### config.mk
export PLATFORM = sky130hd
export DESIGN_NAME = pipeline_unit_param
export DESIGN_NICKNAME = d
export VERILOG_FILES = /design/src/rtl/pipeline_pkg.sv /design/src/rtl/pipeline_skid_fifo.sv /design/src/rtl/pipeline_unit_param.sv
export SDC_FILE = /design/constraint.sdc
export NUM_CORES = 1
export LEC_CHECK = 0
export BUFFER_PORTS_ARGS = -buffer_cell sky130_fd_sc_hd__buf_4
export CORE_ASPECT_RATIO = 1.25
export CORE_MARGIN = 2
export CORE_UTILIZATION = 30
export CTS_BUF_LIST = sky130_fd_sc_hd__clkbuf_2
export CTS_CLUSTER_SIZE = 28
export DETAILED_ROUTE_END_ITERATION = 8
export GPL_TIMING_DRIVEN = 0
export PLACE_DENSITY_LB_ADDON = 0.3
export RECOVER_POWER = 50
export SLEW_MARGIN = 20
export SYNTH_ARGS = -nofsm -noshare
export SYNTH_HDL_FRONTEND = slang
export SYNTH_HIERARCHICAL = 1
export SYNTH_SLANG_ARGS = --single-unit
### constraint.sdc
create_clock -name clk -period 8.9 [get_ports clk]
set_input_delay 0.445 -clock clk [delete_from_list [all_inputs] [get_ports clk]]
set_output_delay 0.445 -clock clk [all_outputs]
set_load 0.05 [all_outputs]
### src/rtl/pipeline_pkg.sv
// Shared defaults, occupancy-width helper and parameter-range checks for the
// parametrised pipeline stage and its skid FIFO.
package pipeline_pkg;

    localparam int PIPE_WIDTH_DEF = 32;
    localparam int PIPE_DEPTH_DEF = 2;
    localparam int PIPE_DEPTH_MAX = 64;

    // Bits needed to hold an entry count of 0..depth inclusive.
    function automatic int occ_w(input int depth);
        return $clog2(depth + 1);
    endfunction

    function automatic bit depth_ok(input int depth);
        return (depth >= 1) && (depth <= PIPE_DEPTH_MAX);
    endfunction

    function automatic bit thresh_ok(input int depth, input int thresh);
        return (thresh >= 1) && (thresh <= depth);
    endfunction

endpackage

### src/rtl/pipeline_skid_fifo.sv
// DEPTH-entry skid FIFO with synchronous clear; pointers wrap at DEPTH so
// non-power-of-two depths work, and a full FIFO may read and write together.
module pipeline_skid_fifo
    import pipeline_pkg::*;
#(
    parameter int WIDTH = PIPE_WIDTH_DEF,
    parameter int DEPTH = PIPE_DEPTH_DEF
) (
    input  logic                      clk,
    input  logic                      reset,
    input  logic                      clear,
    input  logic                      wr_en,
    input  logic [WIDTH-1:0]          wr_data,
    input  logic                      rd_en,
    output logic [WIDTH-1:0]          rd_data,
    output logic [occ_w(DEPTH)-1:0]   count,
    output logic                      empty,
    output logic                      full
);

    localparam int PTR_W = (DEPTH > 1) ? $clog2(DEPTH) : 1;
    localparam int CNT_W = occ_w(DEPTH);

    logic [WIDTH-1:0] mem_q [DEPTH];
    logic [PTR_W-1:0] wr_ptr_q, wr_ptr_d;
    logic [PTR_W-1:0] rd_ptr_q, rd_ptr_d;
    logic [CNT_W-1:0] cnt_q, cnt_d;

    function automatic logic [PTR_W-1:0] ptr_inc(input logic [PTR_W-1:0] p);
        return (p == PTR_W'(DEPTH - 1)) ? '0 : p + PTR_W'(1);
    endfunction

    always_comb begin
        wr_ptr_d = wr_ptr_q;
        rd_ptr_d = rd_ptr_q;
        cnt_d    = cnt_q + CNT_W'(wr_en) - CNT_W'(rd_en);
        if (wr_en) wr_ptr_d = ptr_inc(wr_ptr_q);
        if (rd_en) rd_ptr_d = ptr_inc(rd_ptr_q);
        if (clear) begin
            wr_ptr_d = '0;
            rd_ptr_d = '0;
            cnt_d    = '0;
        end
    end

    always_ff @(posedge clk or posedge reset) begin
        if (reset) begin
            wr_ptr_q <= '0;
            rd_ptr_q <= '0;
            cnt_q    <= '0;
        end else begin
            wr_ptr_q <= wr_ptr_d;
            rd_ptr_q <= rd_ptr_d;
            cnt_q    <= cnt_d;
        end
    end

    // Storage needs no reset: count gates every read.
    always_ff @(posedge clk) begin
        if (wr_en && !clear) mem_q[wr_ptr_q] <= wr_data;
    end

    assign rd_data = mem_q[rd_ptr_q];
    assign count   = cnt_q;
    assign empty   = (cnt_q == '0);
    assign full    = (cnt_q == CNT_W'(DEPTH));

endmodule

### src/rtl/pipeline_unit_param.sv
// Parametrised pipeline stage: output register fed directly or from a skid
// FIFO, flush forwarding, threshold stall. PIPE_UNIT_OCC_EN exposes out_occupancy.
module pipeline_unit_param
    import pipeline_pkg::*;
#(
    parameter int WIDTH        = PIPE_WIDTH_DEF,
    parameter int DEPTH        = PIPE_DEPTH_DEF,
    parameter int STALL_THRESH = DEPTH
) (
    input  logic                    clk,
    input  logic                    reset,
    input  logic                    in_flush,
    input  logic [WIDTH-1:0]        inputs,
    input  logic                    in_valid,
    input  logic                    in_stall,
    output logic [WIDTH-1:0]        outputs,
    output logic                    out_valid,
    output logic                    out_flush,
    output logic                    out_stall
`ifdef PIPE_UNIT_OCC_EN
    ,
    output logic [occ_w(DEPTH)-1:0] out_occupancy
`endif
);

    localparam int CNT_W = occ_w(DEPTH);

    if (!depth_ok(DEPTH)) begin : g_bad_depth
        $error("pipeline_unit_param: DEPTH out of range 1..64");
    end
    if (!thresh_ok(DEPTH, STALL_THRESH)) begin : g_bad_thresh
        $error("pipeline_unit_param: STALL_THRESH out of range 1..DEPTH");
    end

    logic             hold, fire, enq, deq;
    logic             empty, full;
    logic [CNT_W-1:0] count;
    logic [WIDTH-1:0] head, nxt_word;

    logic [WIDTH-1:0] data_q, data_d;
    logic             valid_q, valid_d;
    logic             flush_q, flush_d;

    // Once the FIFO holds anything, new words must queue behind it to keep order.
    always_comb begin
        hold     = in_stall & valid_q;
        fire     = (in_valid | !empty) & !hold;
        deq      = fire & !empty;
        enq      = in_valid & (!fire | !empty) & (!full | deq);
        nxt_word = empty ? inputs : head;
    end

    always_comb begin
        data_d  = data_q;
        valid_d = hold | fire;
        flush_d = 1'b0;
        if (fire) data_d = nxt_word;
        if (in_flush) begin
            data_d  = '0;
            valid_d = 1'b0;
            flush_d = 1'b1;
        end
    end

    always_ff @(posedge clk or posedge reset) begin
        if (reset) begin
            data_q  <= '0;
            valid_q <= 1'b0;
            flush_q <= 1'b0;
        end else begin
            data_q  <= data_d;
            valid_q <= valid_d;
            flush_q <= flush_d;
        end
    end

    pipeline_skid_fifo #(
        .WIDTH (WIDTH),
        .DEPTH (DEPTH)
    ) u_fifo (
        .clk     (clk),
        .reset   (reset),
        .clear   (in_flush),
        .wr_en   (enq),
        .wr_data (inputs),
        .rd_en   (deq),
        .rd_data (head),
        .count   (count),
        .empty   (empty),
        .full    (full)
    );

    assign outputs   = data_q;
    assign out_valid = valid_q;
    assign out_flush = flush_q;
    assign out_stall = (count >= CNT_W'(STALL_THRESH));
`ifdef PIPE_UNIT_OCC_EN
    assign out_occupancy = count;
`endif

endmodule

==> impl_metrics.yaml, run 1 <==
route:
  drc: 0
  drt_iter0_drc: 91
  routed_wl_um: 10100
  ant_nets: 0
  via_per_inst: 4.60
  wl_per_cell_um: 17.1
  firstDrtPassIters: 4
  num_vias: 2723
min_path:
  whs_path_depth: 3
  hp-class: "primary input to flop"
clock_tree:
  cts_tree: "done"
  clockRootBuffer: "clkbuf_2"
  post_cts_resize_count: 0
  clkLatencyLatePin_ns: 0.56
  postCtsSetupRepairBufs: 0
  clockBufferDepth: 2
  clk_pin_slew_ns: 0.25
  cts_hold_buf: 16
  cts_buffers: 9
  clock-sinks: 102
  cts_max_level: 3
timing:
  finalCritPeriodShare_pct: 34.4
  drv_slew: 0
  finalCriticalPeriod_ns: 3.06
  final.setup.tns_ns: 0
  finClkSkew_ns: 0.0314
  hold_viol: 0
  setup_viol: 0
  clock.fmax_mhz: 327
  rsz0062_at_grt: "false"
  worst_slew_pin_slew_ns: 1.22
  relSlewSlack_pct: 18.5
  fin_ws_ns: 5.84
global_route:
  grt_pass1_wl_um: 15700
  grt_max_degree: 20
  grtUsageTotal_pct: 12.9
  grt_pass1_vias: 2821
  grt_remaining_overflow: 0
  antenna_found_initial: 1
worst_setup_path:
  r2r_setup_slack_ns: 5.84
  reg2reg_depth: 9
  path_buf_inv: 5
  cpMaxStageDelayCell: "nor3b_2"
  crit_type: "flop to flop"
  arrival_ns: 3.37
  crit_family: "buffers and inverters"
  cp_slowest_stage_delay_ns: 0.56
  cp.depth: 9
  path_cells: "nor2_1 > clkbuf_1 > clkbuf_1 > a21oi_1 > o21a_1 > inv_1 > nor3b_2 > buf_6 > buf_6"
  crit_path_start_kind: "flop"
  required_ns: 9.20
  cp_max_fo: 10
  endpoint_kind: "flop"
power:
  ir_worst_vdd_mv: 0.100
  p_leak_nw: 2.27
  power_density_nw_per_um2: 273
floorplanning:
  pin_count: 72
  core_area_um2: 15000
  die_y_um: 142
  rows: 50
  initial_core_util_pct: 30.6
  dieArea_um2: 16300
  die_w_um: 114
synth:
  synth_cells: 279
  yosysTopAreaCellShare_pct: 42.0
  synth-seq-area-share_pct: 62.8
  synthFlopType: "edfxtp_1"
  synth_most_common_cell: "edfxtp_1"
  synth_nets: 318
  synthTopCellsByArea: "edfxtp_1 (42%), dfrtp_1 (21%), mux2_4 (9.5%)"
  synth_area_leader_cell: "edfxtp_1"
  syn_area_um2: 4570
  ys_ff_latch: 102
  synth-async-reset-ratio_pct: 37.3
  yosys_warnings: 6
  synth.distinct_cells: 25
  synthTopCellsByCount: "edfxtp_1 (64), dfrtp_1 (38), a21oi_1 (34)"
  avgSynthCellArea_um2: 16.4
  synth-edff-count: 64
finish:
  syn2layout_area_growth_pct: 24.9
  nets: 443
  finalNonFillerCells: 592
  drive_above_1_share_pct: 32.0
placed_design:
  dp_cells: 541
  dp_slack_ns: 6.16
  dp_hpwl_um: 6950
  routabilityCongestion: 0.697
  port-buffer-count: 71
outcome:
  status: "finished clean"
job:
  maxCapViolations: 0
metrics by stage:
step | hold slack (ns) | utilization, % | power, mW | cell area, µm²
4_1_cts | 0.000436 | 38.2 | 1.60 | 5710
3_3_place_gp | 0.353 | 35.7 | 1.38 | 5340
3_5_place_dp | 0.375 | 36.5 | 1.40 | 5460
5_1_grt | 0.0981 | 38.2 | 1.64 | 5710
6_report | 0.123 | 38.2 | 1.56 | 5710
2_1_floorplan | 0.211 | - | 1.20 | 4570
layer usage:
metal / share of wire (%) / vias to the layer above / GRT usage (%)
li1: - / 1306 / -
met1: 44 / 1363 / 15.9
met2: 52 / 47 / 21.8
met3: 3.0 / 7 / 2.85
met4: 1.2 / 0 / 5.20
met5: 0 / - / 0
logic make-up (layout without fill, tap and decap cells):
logic type               after synthesis  after routing  synth area share, %
AO/OA/AOI/OAI                         67             67                 12.4
adder cells (fa/ha/maj)                2              2                0.547
other                                  0              1                    0
AND/OR/NAND/NOR                       13             13                 1.50
multiplexers                          64             64                 17.3
XOR/XNOR                               3              3                0.875
flip-flops                           102            102                 62.8
buffers and inverters                 28            158                 4.60
flip-flops by register name, summed over array words and instances (netlist names):
register         count
outputs             32
u_fifo/count         2
out_flush            1
u_fifo/wr_ptr_q      1
u_fifo/mem_q        64
u_fifo/rd_ptr_q      1
out_valid            1
where the power goes:
| part | leakage (nW) | switching (mW) | internal (mW) |
|---|---|---|---|
| Combinational | 1.14 | 0.435 | 0.321 |
| Sequential | 1.07 | 0.0380 | 0.575 |
| Clock | 0.0558 | 0.149 | 0.0390 |
| Total | 2.27 | 0.622 | 0.935 |
tightest hold or removal path: cells and delay by family:
kind	cells	cell delay, ns
buffers and inverters	1	0.09
AND/OR/NAND/NOR	1	0.07
AO/OA/AOI/OAI	1	0.06
path summary, 6_finish.rpt:
kind | from | end
setup / recovery | u_fifo/count[1] | u_fifo/mem_q[1][3]
min in group asynchronous | reset | u_fifo/count[0]
hold / removal | in_stall | out_valid
setup reg to reg | u_fifo/count[1] | u_fifo/mem_q[1][3]
max in group asynchronous | reset | outputs[11]
hold reg to reg | out_valid | out_valid
final cells by class:
cell class              count  area [µm²]
fillers                  1446        9240
plain buffers              24         179
diodes                      1        2.50
inverters                   4        15.0
multi-input cells         149        1500
repair buffers            114         825
well taps                 182         228
flip-flops and latches    102        2870
clock buffers              11        55.1
clock inverters             5        36.3
cells in the final DEF (no fill, tap or decap), types with 3 or more instances in the layout:
cell type	count
buf_1	5
buf_6	13
nor2_1	6
clkbuf_2	11
mux2i_1	32
mux2_2	3
buf_12	3
inv_1	4
dfrtp_1	38
a211oi_2	30
clkbuf_4	3
clkbuf_1	48
mux2_4	29
edfxtp_1	64
dlygate4sd3_1	34
a21oi_1	34
buf_4	30
(Power assumes the default switching activity.)
==> inputs of run 2 (changes only) <==
==> constraint.sdc (replaced) <==
create_clock -name clk -period 2.8 [get_ports clk]
set_input_delay 0.14 -clock clk [delete_from_list [all_inputs] [get_ports clk]]
set_output_delay 0.14 -clock clk [all_outputs]
set_load 0.05 [all_outputs]
==> run 2 against run 1 <==
  * Sequential cell count did not move
  * Clock power rose to 4.2 times the previous value
  * Fmax grew 26%
  * Non-clock buffer count grew 3
  * Combinational power rose to 3.2 times the previous value
==> impl_metrics.yaml, run 2 (synthesized netlist as in run 1, its figures left out) <==
outcome:
  status: "finished clean"
clock_tree:
  cts_buffers: 9
  cts_max_level: 3
  clockBufferDepth: 2
  cts_tree: "done"
  clock-sinks: 102
  post_cts_resize_count: 0
  clk_pin_slew_ns: 0.26
  clockRootBuffer: "clkbuf_2"
  clkLatencyLatePin_ns: 0.55
timing:
  final.setup.tns_ns: 0
  clock.fmax_mhz: 412
  fin_ws_ns: 0.373
  relSlewSlack_pct: 24.4
  finalCritPeriodShare_pct: 86.7
  setup_viol: 0
  finalCriticalPeriod_ns: 2.43
  worst_slew_pin_slew_ns: 1.13
  hold_viol: 0
  drv_slew: 0
  finClkSkew_ns: 0.0250
  rsz0062_at_grt: "false"
floorplanning:
  pin_count: 72
  initial_core_util_pct: 30.6
  dieArea_um2: 16300
  die_w_um: 114
  die_y_um: 142
  rows: 50
  core_area_um2: 15000
placed_design:
  dp_slack_ns: -0.0599
  port-buffer-count: 71
  placed_area_um2: 5450
  dp_hpwl_um: 6920
  dp_cells: 537
  routabilityCongestion: 0.679
power:
  combPwrFrac_pct: 46.8
  clock_power_share_pct: 15.2
  power_density_nw_per_um2: 888
  switchingPower_mw: 1.99
  total_power_mw: 5.14
  swShare_pct: 38.7
  p_leak_nw: 2.29
  pwr-share-seq_pct: 38.0
  p_int_mw: 3.15
  ir_worst_vdd_mv: 0.327
worst_setup_path:
  crit_family: "buffers and inverters"
  arrival_ns: 2.93
  crit_type: "flop to flop"
  cpMaxStageDelayCell: "dfrtp_1"
  cp_max_fo: 10
  reg2reg_to: "u_fifo/count[1]"
  endpoint_kind: "flop"
  cp.depth: 10
  r2r_setup_slack_ns: 0.37
  r2r-start: "out_valid"
  crit_path_start_kind: "flop"
  required_ns: 3.30
  path_cells: "nand2_1 > clkbuf_1 > nor2_1 > o21a_1 > inv_1 > ha_1 > inv_1 > ha_1 > xnor3_1 > nor2_1"
  path_buf_inv: 3
  reg2reg_depth: 10
  cp_slowest_stage_delay_ns: 0.48
route:
  wl_per_cell_um: 17.1
  num_vias: 2754
  drt_iter0_drc: 89
  routed_wl_um: 10200
  via_per_inst: 4.63
  drc: 0
  firstDrtPassIters: 4
  ant_nets: 0
global_route:
  antenna_found_initial: 1
  use_met1_pct: 16.3
  use_met3_pct: 2.17
  grtUsageTotal_pct: 13.2
  grt_remaining_overflow: 0
  busiest_layer: "met2"
  grt_pass1_vias: 2963
  gr-usage-met2_pct: 23.0
  grt_max_degree: 19
  grt_pass1_wl_um: 16200
finish:
  postLayoutCellArea_um2: 5780
  nets: 446
  finalNonFillerCells: 595
  fillers: 1449
  layout_commonest_cell: "edfxtp_1"
  drive_above_1_share_pct: 30.1
  syn2layout_area_growth_pct: 26.4
  multi_input_area_um2: 1510
  largest_register_ff_count: 64
  layout_common_cells: "edfxtp_1 (64), clkbuf_1 (57), dfrtp_1 (38)"
  top_register: "u_fifo/mem_q"
  regArea_um2: 2870
job:
  maxCapViolations: 0
min_path:
  hp-class: "primary input to asynchronous set/reset pin"
[run 2: changes by cell type in the layout (fill, tap and decap cells not counted), sizes merged]
cell         before  now
dlygate4sd3      34   37
clkinvlp          2    1
buf              53   46
clkbuf           62   68
clkinv            3    2
bufinv            0    2
inv               4    5
[run 2: per-layer routing]
metal | routed length (µm) | part of all wire, % | vias to the layer above
met1 | 4470 | 44 | 1393
li1 | - | - | 1310
met4 | 124 | 1.2 | 0
met2 | 5270 | 52 | 44
met5 | 0 | 0 | -
met3 | 319 | 3.1 | 7
[run 2: layout make-up]
| class | instances | area share (%) |
|---|---|---|
| Sequential cell | 102 | 49.7 |
| Multi-Input combinational cell | 149 | 26.2 |
| Timing Repair Buffer | 117 | 14.2 |
| Tap cell | 182 | 3.94 |
| Buffer | 24 | 3.37 |
| Clock inverter | 6 | 1.47 |
| Clock buffer | 10 | 0.865 |
| Inverter | 4 | 0.260 |
| Antenna cell | 1 | 0.0433 |
[run 2: how the worst max path moves through the flow]
stage | slack (ns) | start | to
floorplan | 0.05 | out_valid | u_fifo/mem_q[1][0]
global placement | -0.57 | u_fifo/count[1] | u_fifo/mem_q[1][30]
detailed placement | -0.06 | u_fifo/count[1] | u_fifo/mem_q[1][30]
CTS | 0.03 | u_fifo/count[1] | u_fifo/mem_q[0][1]
global route | 0.19 | u_fifo/count[1] | u_fifo/count[1]
finish | 0.37 | out_valid | u_fifo/count[1]
[run 2: timing repair]
item / CTS / global route
hold endpoints to repair: 148 / 0
setup buffers: 1 / 3
pin swaps: 1 / 1
hold buffers: 37 / 0
endpoints found under the setup margin: 11 / 11
[run 2: worst reg2reg max path: stages, from the launching register on]
cell      delay, ns
dfrtp_1        0.48
nand2_1        0.23
clkbuf_1       0.43
nor2_1         0.08
o21a_1         0.21
inv_1          0.18
ha_1           0.27
inv_1          0.06
ha_1           0.14
xnor3_1        0.21
nor2_1         0.09
[run 2: per-stage QoR]
step,hold WS [ns],util [%]
floorplan,-0.0939,-
global placement,0.0484,35.8
detailed placement,0.0616,36.5
CTS,0.0517,39.9
global route,0.212,38.7
finish,0.213,38.7
[run 2: power groups by stage]
stage,clock network (mW),logic (mW),registers [mW]
floorplan,0,1.40,2.43
global placement,0,2.41,1.99
detailed placement,0,2.46,1.99
CTS,0.815,2.51,1.96
global route,0.870,2.57,1.98
finish,0.781,2.40,1.95
==> inputs of run 3 (changes only) <==
--- a/config.mk
+++ b/config.mk
@@ -6,6 +6,7 @@
 export NUM_CORES = 1
 export LEC_CHECK = 0
 export BUFFER_PORTS_ARGS = -buffer_cell sky130_fd_sc_hd__buf_4
+export CAP_MARGIN = 40
 export CORE_ASPECT_RATIO = 1.25
 export CORE_MARGIN = 2
 export CORE_UTILIZATION = 30
==> constraint.sdc (replaced) <==
create_clock -name clk -period 2.2 [get_ports clk]
set_input_delay 0.11 -clock clk [delete_from_list [all_inputs] [get_ports clk]]
set_output_delay 0.11 -clock clk [all_outputs]
set_load 0.05 [all_outputs]
==> run 3 against run 2 <==
  * First-iteration DRC count up 55%
  * Final cell count rose by 0.50%
  * Sequential share of layout area down 0.45 points
  * Critical endpoint unchanged
  * Core utilization is 0.35 points higher
  * Highest routed layer unchanged
  * Non-clock buffer count increased by 3
  * Critical path depth did not move
==> impl_metrics.yaml, run 3 (synthesized netlist as in run 1, its figures left out) <==
clock_tree:
  cts_buffers: 9
  clockBufferDepth: 2
  cts_max_level: 3
  post_cts_resize_count: 0
  clkLatencyLatePin_ns: 0.58
  cts_tree: "done"
  clk_pin_slew_ns: 0.28
  clock-sinks: 102
  clockRootBuffer: "clkbuf_2"
finish:
  top_register: "u_fifo/mem_q"
  drive_above_1_share_pct: 32.0
  postLayoutCellArea_um2: 5840
  layout_common_cells: "edfxtp_1 (64), clkbuf_1 (52), dfrtp_1 (38)"
  largest_register_ff_count: 64
  syn2layout_area_growth_pct: 27.6
  finalNonFillerCells: 598
  nets: 449
  final_util_pct: 39.0
  layout_commonest_cell: "edfxtp_1"
  multi_input_area_um2: 1530
  regArea_um2: 2870
  fillers: 1449
power:
  p_leak_nw: 2.31
  total_power_mw: 6.47
  combPwrFrac_pct: 48.4
  ir_worst_vdd_mv: 0.491
  switchingPower_mw: 2.56
  clock_power_share_pct: 13.4
  p_int_mw: 3.92
  pwr-share-seq_pct: 38.2
  power_density_nw_per_um2: 1110
  swShare_pct: 39.5
timing:
  drv_slew: 0
  setup_viol: 0
  worst_slew_pin_slew_ns: 1.17
  clock.fmax_mhz: 511
  hold_slack_ns: 0.137
  hold_viol: 0
  finClkSkew_ns: 0.0349
  relSlewSlack_pct: 22.1
  finalCritPeriodShare_pct: 89.0
  rsz0062_at_grt: "false"
  finalCriticalPeriod_ns: 1.96
route:
  routed_wl_um: 10400
  drc: 0
  wl_met1_um: 4410
  drt_iter0_drc: 138
  route.met2.wl_um: 5430
  wl_per_cell_um: 17.3
  via_per_inst: 4.67
  firstDrtPassIters: 4
  top_layer_used: "met4"
  num_vias: 2794
  ant_nets: 0
  met3RoutedLength_um: 384
job:
  maxCapViolations: 0
floorplanning:
  rows: 50
  die_y_um: 142
  initial_core_util_pct: 30.6
  die_w_um: 114
  pin_count: 72
  dieArea_um2: 16300
  core_area_um2: 15000
worst_setup_path:
  crit_type: "flop to flop"
  cp_max_fo: 10
  arrival_ns: 2.48
  required_ns: 2.72
  crit_path_start_kind: "flop"
  reg2reg_depth: 10
  endpoint_kind: "flop"
global_route:
  grt_remaining_overflow: 0
  grt_pass1_wl_um: 16300
  grtUsageTotal_pct: 13.4
  grt_pass1_vias: 2946
  antenna_found_initial: 1
  grt_max_degree: 19
placed_design:
  dp_hpwl_um: 7040
  dp_cells: 537
  routabilityCongestion: 0.711
  port-buffer-count: 71
  placed_area_um2: 5470
outcome:
  status: "finished clean"
min_path:
  hp-class: "primary input to asynchronous set/reset pin"
==> run 3: per-stage QoR <==
step,TNS [ns],worst slack [ns]
after floorplan,-11.55,-0.238
after global placement,-56.70,-0.961
after detailed placement,-12.00,-0.304
after CTS,0,0.125
after global routing,0,0.0589
final,0,0.243
==> run 3: power groups by stage <==
stage	registers [mW]	clock network, mW	logic, mW
final	2.47	0.867	3.13
after global routing	2.51	0.963	3.34
after CTS	2.48	0.896	3.24
after detailed placement	2.52	0	3.16
after global placement	2.52	0	3.10
after floorplan	3.09	0	1.80
==> run 3: timing repair <==
action | in CTS | in global routing
pin swaps | 2 | 0
endpoints found under the hold margin | 140 | 0
hold buffers | 37 | 0
endpoints found under the setup margin | 65 | 1
setup buffers | 6 | 2
==> run 3: area by class of cell <==
cell class / count / share of cell area, %
repair buffers: 121 / 15.1
diodes: 1 / 0.0429
clock buffers: 9 / 0.772
clock inverters: 7 / 1.11
plain buffers: 23 / 3.43
well taps: 182 / 3.90
flip-flops and latches: 102 / 49.2
multi-input cells: 149 / 26.1
inverters: 4 / 0.257
==> run 3: final timing paths <==
check                             from             endpoint  slack, ns
min in group clk            inputs[20]  u_fifo/mem_q[1][20]       0.25
max                          out_valid      u_fifo/count[1]       0.24
max reg2reg                  out_valid      u_fifo/count[1]       0.24
min reg2reg                outputs[14]          outputs[14]       0.64
min                              reset          outputs[20]       0.14
max in group asynchronous        reset          outputs[10]       0.54
==> run 3: layer usage <==
metal,global-route usage (%),vias up
met5,0,-
met4,4.62,0
met3,2.30,10
met2,23.0,62
met1,17.0,1399
li1,-,1323
==> run 3: critical path, cell delays in order (launching register included) <==
cell      delay (ns)
dfrtp_1         0.51
nand2_4         0.12
clkbuf_8        0.19
nor2_1          0.09
o21a_1          0.16
inv_2           0.08
ha_1            0.29
inv_1           0.05
ha_1            0.14
xnor3_1         0.21
nor2_1          0.09
